==> src/rtl/fe_resteer_arb.sv <==
// Frontend resteer arbiter: per-source redirect slots resolved by program age.
// Optional ROB squash window enabled by defining RESTEER_SQUASH_EN.
module fe_resteer_arb #(
    parameter int XLEN       = 32,
    parameter int CLC_WIDTH  = 28,
    parameter int SQUASH_CYC = 4
) (
    input  logic                 clk,
    input  logic                 rst,
    input  logic                 stall_in,
    input  logic                 req_rob,
    input  logic                 req_br,
    input  logic                 req_d1,
    input  logic                 req_ras,
    input  logic [XLEN-1:0]      tgt_rob,
    input  logic [XLEN-1:0]      tgt_br,
    input  logic [XLEN-1:0]      tgt_d1,
    input  logic [XLEN-1:0]      tgt_ras,
    output logic                 resteer,
    output logic [XLEN-1:0]      resteer_target,
    output logic [CLC_WIDTH-1:0] resteer_line,
    output logic [1:0]           resteer_src,
    output logic [3:0]           pending_mask,
    output logic                 squash_active
);

    typedef enum logic [1:0] {
        IDLE   = 2'd0,
        PEND   = 2'd1,
        SQUASH = 2'd2
    } state_t;

    state_t state, state_d;

    logic [3:0]           slot_v, v_d;
    logic [3:0][XLEN-1:0] slot_t, t_d, tgt;
    logic [3:0]           req, req_ok, acc;
    logic                 hit, seen_old;
    logic                 iss, rob_iss;
    logic [1:0]           iss_idx;
    logic [XLEN-1:0]      iss_tgt;
    logic                 squash_on;

`ifdef RESTEER_SQUASH_EN
    logic [3:0] sq_cnt, sq_cnt_d;
    assign squash_on = (sq_cnt != 4'd0);
`else
    assign squash_on = 1'b0;
`endif

    assign req = {req_ras, req_d1, req_br, req_rob};
    assign tgt = {tgt_ras, tgt_d1, tgt_br, tgt_rob};

    // Index 0 is the oldest source (ROB); higher indices are younger.
    always_comb begin
        req_ok   = req;
        acc      = 4'b0000;
        hit      = 1'b0;
        seen_old = 1'b0;
        if (squash_on)
            req_ok[3:1] = 3'b000;
        for (int i = 0; i < 4; i++) begin
            if (!hit && req_ok[i]) begin
                hit = 1'b1;
                if (!seen_old)
                    acc[i] = 1'b1;
            end
            seen_old = seen_old | slot_v[i];
        end
    end

    always_comb begin
        v_d     = slot_v;
        t_d     = slot_t;
        iss_idx = 2'd0;
        for (int i = 0; i < 4; i++) begin
            for (int j = 0; j < 4; j++) begin
                if (acc[i] && j > i)
                    v_d[j] = 1'b0;
            end
            if (acc[i]) begin
                v_d[i] = 1'b1;
                t_d[i] = tgt[i];
            end
        end
        iss = !stall_in && (v_d != 4'b0000);
        for (int i = 3; i >= 0; i--) begin
            if (v_d[i])
                iss_idx = 2'(i);
        end
        iss_tgt = t_d[iss_idx];
        if (iss)
            v_d[iss_idx] = 1'b0;
        rob_iss = iss && (iss_idx == 2'd0);
    end

`ifdef RESTEER_SQUASH_EN
    always_comb begin
        sq_cnt_d = (sq_cnt != 4'd0) ? sq_cnt - 4'd1 : 4'd0;
        if (rob_iss)
            sq_cnt_d = 4'(SQUASH_CYC);
    end
`endif

    always_comb begin
        state_d = state;
        case (state)
            IDLE: begin
                if (v_d != 4'b0000)
                    state_d = PEND;
`ifdef RESTEER_SQUASH_EN
                else if (rob_iss)
                    state_d = SQUASH;
`endif
            end
            PEND: begin
                if (v_d != 4'b0000)
                    state_d = PEND;
`ifdef RESTEER_SQUASH_EN
                else if (rob_iss)
                    state_d = SQUASH;
`endif
                else
                    state_d = IDLE;
            end
`ifdef RESTEER_SQUASH_EN
            SQUASH: begin
                if (v_d != 4'b0000)
                    state_d = PEND;
                else if (rob_iss)
                    state_d = SQUASH;
                else if (sq_cnt_d == 4'd0)
                    state_d = IDLE;
            end
`endif
            default: state_d = IDLE;
        endcase
    end

    always_ff @(posedge clk) begin
        if (rst) begin
            state          <= IDLE;
            slot_v         <= 4'b0000;
            slot_t         <= '0;
            resteer        <= 1'b0;
            resteer_target <= '0;
            resteer_src    <= 2'd0;
        end else begin
            state   <= state_d;
            slot_v  <= v_d;
            slot_t  <= t_d;
            resteer <= iss;
            if (iss) begin
                resteer_target <= iss_tgt;
                resteer_src    <= iss_idx;
            end
        end
    end

`ifdef RESTEER_SQUASH_EN
    always_ff @(posedge clk) begin
        if (rst)
            sq_cnt <= 4'd0;
        else
            sq_cnt <= sq_cnt_d;
    end
`endif

    assign pending_mask  = slot_v;
    assign squash_active = squash_on;
    assign resteer_line  = resteer_target[4 +: CLC_WIDTH];

endmodule
==> config.mk <==
export PLATFORM = sky130hd
export DESIGN_NAME = fe_resteer_arb
export DESIGN_NICKNAME = d
export VERILOG_FILES = /design/src/rtl/fe_resteer_arb.sv
export SDC_FILE = /design/constraint.sdc
export NUM_CORES = 1
export LEC_CHECK = 0
export ABC_AREA = 1
export CAP_MARGIN = 10
export CELL_PAD_IN_SITES_DETAIL_PLACEMENT = 1
export CELL_PAD_IN_SITES_GLOBAL_PLACEMENT = 1
export CORE_MARGIN = 3
export CORE_UTILIZATION = 35
export CTS_CLUSTER_DIAMETER = 100
export DETAILED_ROUTE_END_ITERATION = 8
export PLACE_DENSITY_LB_ADDON = 0.1
export RECOVER_POWER = 25
export SLEW_MARGIN = 20
export SYNTH_ARGS = -nofsm -noshare
export SYNTH_HDL_FRONTEND = slang
export SYNTH_SLANG_ARGS = --single-unit
==> constraint.sdc <==
create_clock -name clk -period 2.1 [get_ports clk]
set_input_delay 0.525 -clock clk [delete_from_list [all_inputs] [get_ports clk]]
set_output_delay 0.525 -clock clk [all_outputs]
set_load 0.01 [all_outputs]
# After elaboration in Yosys (flattened, before gate mapping)
# Index checks and enable logic that the tools add are counted.
[totals] reg_bits=167 in_bits=135 out_inout_bits=68 word_cells=56
[classes] magnitude_cmp=2 n_mux=32 bitwise=4 reduce_logical=10
[op_table] op="$mux 32" n=5
[op_table] op="$bmux 32 s2" n=1
[op_table] op="$mux 1" n=20
[op_table] op="$mux 2" n=4
[op_table] op="$logic_and 1x1->1" n=5
[op_table] op="$and 4x4->4" n=1
[op_table] op="$logic_not 1->1" n=4
[op_table] op="$mux 4" n=1
[op_table] op="$not 4->4" n=1
[op_table] op="$reduce_bool 4->1" n=1
[op_table] op="$lt 2x3->1 const B" n=1
[op_table] op="$demux 1 s2" n=1
[op_table] op="$ge 2x1->1 const B" n=1
[op_table] op="$or 1x1->1" n=2

# Depth between registers and ports, before layout
# Gate-level depths: netlist (run 1).
[depth] depth_word=22 mapped_depth=17 mapped_depth_nobuf=14

# Worst setup path after synthesis (run 1)
# Ideal clock, no wire load.
[synth_path] kind="input-to-reg" startpoint="in req_rob" endpoint="reg resteer_target[4]" arrival_time_ns=1.812 required_ns=1.988 slack_ns=0.176 cell_stages=16 path_cell_list="buf_6 nor2_4 buf_6 nand3_4 nand2_1 inv_2 nand2_1 nand2_2 nand2_2 buf_6 buf_4 nand2_1 nand3_1 nand2_1 nand2_1 nand2_1"
[synth_between] elab_chain_len=17 word_cells_on_any_way=34 cone_classes="26 x mux; 8 x reduce/logical"
[synth_lines] item="from (decl)" line_no="11" text="input logic req_rob,"
[synth_lines] item="$mux 1 *" line_no="63" text="if (!hit && req_ok[i]) begin"
[synth_lines] item="$logic_not 1->1" line_no="63"
[synth_lines] item="$logic_and 1x1->1" line_no="63"
[synth_lines] item="$mux 1" line_no="63"
[synth_lines] item="$logic_not 1->1" line_no="63"
[synth_lines] item="$logic_and 1x1->1" line_no="63"
[synth_lines] item="$mux 1" line_no="63"
[synth_lines] item="$logic_not 1->1" line_no="63"
[synth_lines] item="$logic_and 1x1->1" line_no="63"
[synth_lines] item="$mux 1" line_no="63"
[synth_lines] item="$mux 1" line_no="81" text="if (acc[i]) begin"
[synth_lines] item="$mux 2 (4 in a row)" line_no="88" text="if (v_d[i])"
[synth_lines] item="$bmux 32 s2" line_no="91" text="iss_tgt = t_d[iss_idx];"
[synth_lines] item="$mux 32 (not written as such)" line_no="91"
[synth_lines] item="to (signal assigned)" line_no="154" text="resteer_target <= iss_tgt;"
[synth_lines] item="to (decl)" line_no="20" text="output logic [XLEN-1:0] resteer_target,"
# Mark *: on every way between the ends. The rest lies on a longest branch, timed or not. The select of a mux whose other input is x is not followed.
# A chain may end at the register's enable or synchronous reset.

# Worst setup path after layout (run 1)
[layout_path] startpoint="reg slot_v[0], in the netlist pending_mask[0]" endpoint="out pending_mask[0]"
[layout_rtl] item="from (decl)" line_no="35" text="logic [3:0] slot_v, v_d;"
[layout_rtl] item="from (signal assigned)" line_no="150" text="slot_v <= v_d;"
[layout_rtl] item="to (decl)" line_no="23" text="output logic [3:0] pending_mask,"
# No word-level cell between the ends.

==> impl_results.md, run 1 <==
* Minimum clock period at slightly above 2 ns
* TritonCTS clock tree: yes
* CTS Buf Count at 17
* Register bit total from synthesis at 167
* Required time worst endpoint at between 1.5 and 2 ns
* Top-count cell post-synth: nand2_1
* Die height at 154 um
* Die area at approximately 0.024 mm^2
* Antenna-violating nets left at 0
* Pwr Density at 746 mW/mm^2
* First-pass GRT wire length at around 41 mm
* P&R area growth vs syn at 40.5%
* Final setup vio count at 0
* Largest cells by area after synthesis: dfxtp_1 (44%), nand2_1 (18%), mux2i_1 (8.3%), nand3_1 (6.3%), nor2_1 (4.8%)
* Maxcap violations at 0
* Mapped Cells at 1044
* DRC viols at 0
* Max-slew violations at 0
* Largest net degree at the start of global routing at between 100 and 150
* Share of cells above drive strength 1 at 0.116
* Total power at ~8.1 mW
* Final setup skew at between 0.008 and 0.009 ns
* Routed vias at between 7000 and 8000
* Most used DFF post-synth: dfxtp_1
* Leakage at 5.02 nW
* Crit-path max FO at 2
* Core Area at 0.0213 mm^2
* Syn_area_per_cell at roughly 7.4 um^2
* Maximum clock path buffer count at 2
* Met3 Usage GRT at 0.0381
* DRT iter0 DRCs at approximately 370
* Slew HR at 0.589
* Yosys warns at 0
* Most instantiated cells after synthesis: nand2_1 (363), dfxtp_1 (167), nor2_1 (98)
* Total congestion overflow at 0
* Post-Place Cells at 1486
* Reg clk slew, reported paths at ~0.06 ns
* Synth unique cells at 26
* Critical path class: reg2out
* CTS sink cnt at 167
* Asr flop ratio synth at 0
* Starting Density at 0.361
* Synth top area share at 0.435
* Grt met1 use at 0.249
* Vias in the first global route at between 7000 and 8000
* Number of synthesized flops with an enable pin at 0
* Detail Placement HPWL at roughly 18 mm
* Routing usage on met2 at 0.406
* Worst Hold Class: in2reg
* GRT busiest layer: met2
* Period utilization at 0.963
* Hold_buf cts at 0
* Fin cells at ~1500
* Worst setup EP type: output pin
* H-tree lvl count at 4
* Syn_nets at 1179
* Synth area leader: dfxtp_1
* Least-Margin Pin Slew at between 0.6 and 0.7 ns
* Post-Syn Area at just under 0.008 mm^2
* DIE WIDTH at between 150 and 200 um
* Worst-skew pair later-pin latency at 0.44 ns
* Port Buffers at about 200
* Final Hold Viols at 0
* WL/cell at 17.2 um
* Register area share after synthesis at 0.435
* Drt total wl at between 20 and 30 mm
* First drt pass iteration count at 4
* Worst IR Drop VDD at 0.559 mV
* Worst Setup Start Kind: flip-flop
* DR vias/cell at between 4 and 5
* WHS at ~0.40 ns
* Worst EP arrival at about 1.5 ns
* Std cell rows at 53
* IO Pins at slightly above 200
* Root buffer cell: clkbuf_16
* Initial antenna violation count at 0
* Layout net count at roughly 1400
* GRT Util Overall at 0.217
* Max frequency at just under 0.5 GHz
* Status: complete, no violations
* RePlAce Congestion at ~0.81
where the power goes:
part           leakage [nW]  internal (mW)  switching (mW)
clock network         0.285           1.78            1.38
registers              1.36           3.33          0.0830
logic                  3.37          0.745           0.739
critical path, cell delays in order, from the launching register on:
cell and delay (ns):
dfxtp_1 0.38, buf_4 0.14, clkdlybuf4s50_1 0.55
metal layers:
| layer | wire length, um | vias to the layer above | part of all wire |
|---|---|---|---|
| li1 | - | 3658 | - |
| met1 | 10800 | 3579 | 0.41 |
| met2 | 13700 | 164 | 0.52 |
| met3 | 1180 | 28 | 0.045 |
| met4 | 526 | 0 | 0.020 |
| met5 | 0 | - | 0 |
state kept, by name, summed over array words and instances (netlist names):
name            flops
resteer_src         2
resteer             1
pending_mask        4
slot_t            128
resteer_target     32
placed cells by master, fill, tap and decap left out, drive strengths merged, types with 36 or more instances in the layout:
| cell | n |
|---|---|
| buf | 64 |
| nand2 | 365 |
| dfxtp | 167 |
| nor2 | 103 |
| clkdlybuf4s50 | 198 |
| a21oi | 36 |
| inv | 46 |
| nand3 | 98 |
| mux2i | 64 |
cell type report:
| cell class | instances | area [um^2] |
|---|---|---|
| antenna | 1 | 2.50 |
| clock buffer | 21 | 480 |
| clock inverter | 11 | 113 |
| fill | 2622 | 10500 |
| inverter | 42 | 158 |
| multi-input combinational | 739 | 3670 |
| sequential | 167 | 3340 |
| tap | 275 | 344 |
| timing repair buffer | 265 | 2690 |
what timing repair did:
item,CTS,global route
pin swaps,1,1
buffers inserted,0,0
endpoints found under the setup margin,32,26
resized for setup,3,11
gates cloned,1,1
worst paths after layout:
path	cells after the start	from	slack (ns)	end
max reg2reg	11	pending_mask[0]	0.16	resteer_target[13]
max	2	pending_mask[0]	0.08	pending_mask[0]
min reg2reg	2	slot_t[110]	0.47	slot_t[110]
min	2	rst	0.40	resteer_src[1]
cells by family after synthesis:
family                 synth area share
buffers and inverters            0.0935
flip-flops                        0.435
multiplexers                     0.0834
AO/OA/AOI/OAI                    0.0607
AND/OR/NAND/NOR                   0.327
other                          0.000488
stage by stage:
stage | utilization | TNS (ns) | instance area, um^2 | worst slack, ns
final | 0.507 | 0 | 10800 | 0.0787
after global routing | 0.507 | -0.0436 | 10800 | -0.0184
after CTS | 0.504 | 0 | 10700 | 0.0556
after detailed placement | 0.475 | -23.84 | 10100 | -0.561
after global placement | 0.475 | -18.04 | 10100 | -0.451
after floorplan | - | 0 | 7680 | 0.176
Note: power is estimated with default switching activity, not from simulation.
==> run 2, diff against run 1 <==
- CTS_CLUSTER_DIAMETER: 100 -> 150
==> results of run 2 <==
The final DEF is identical to that of run 1; final timing and power are the same.
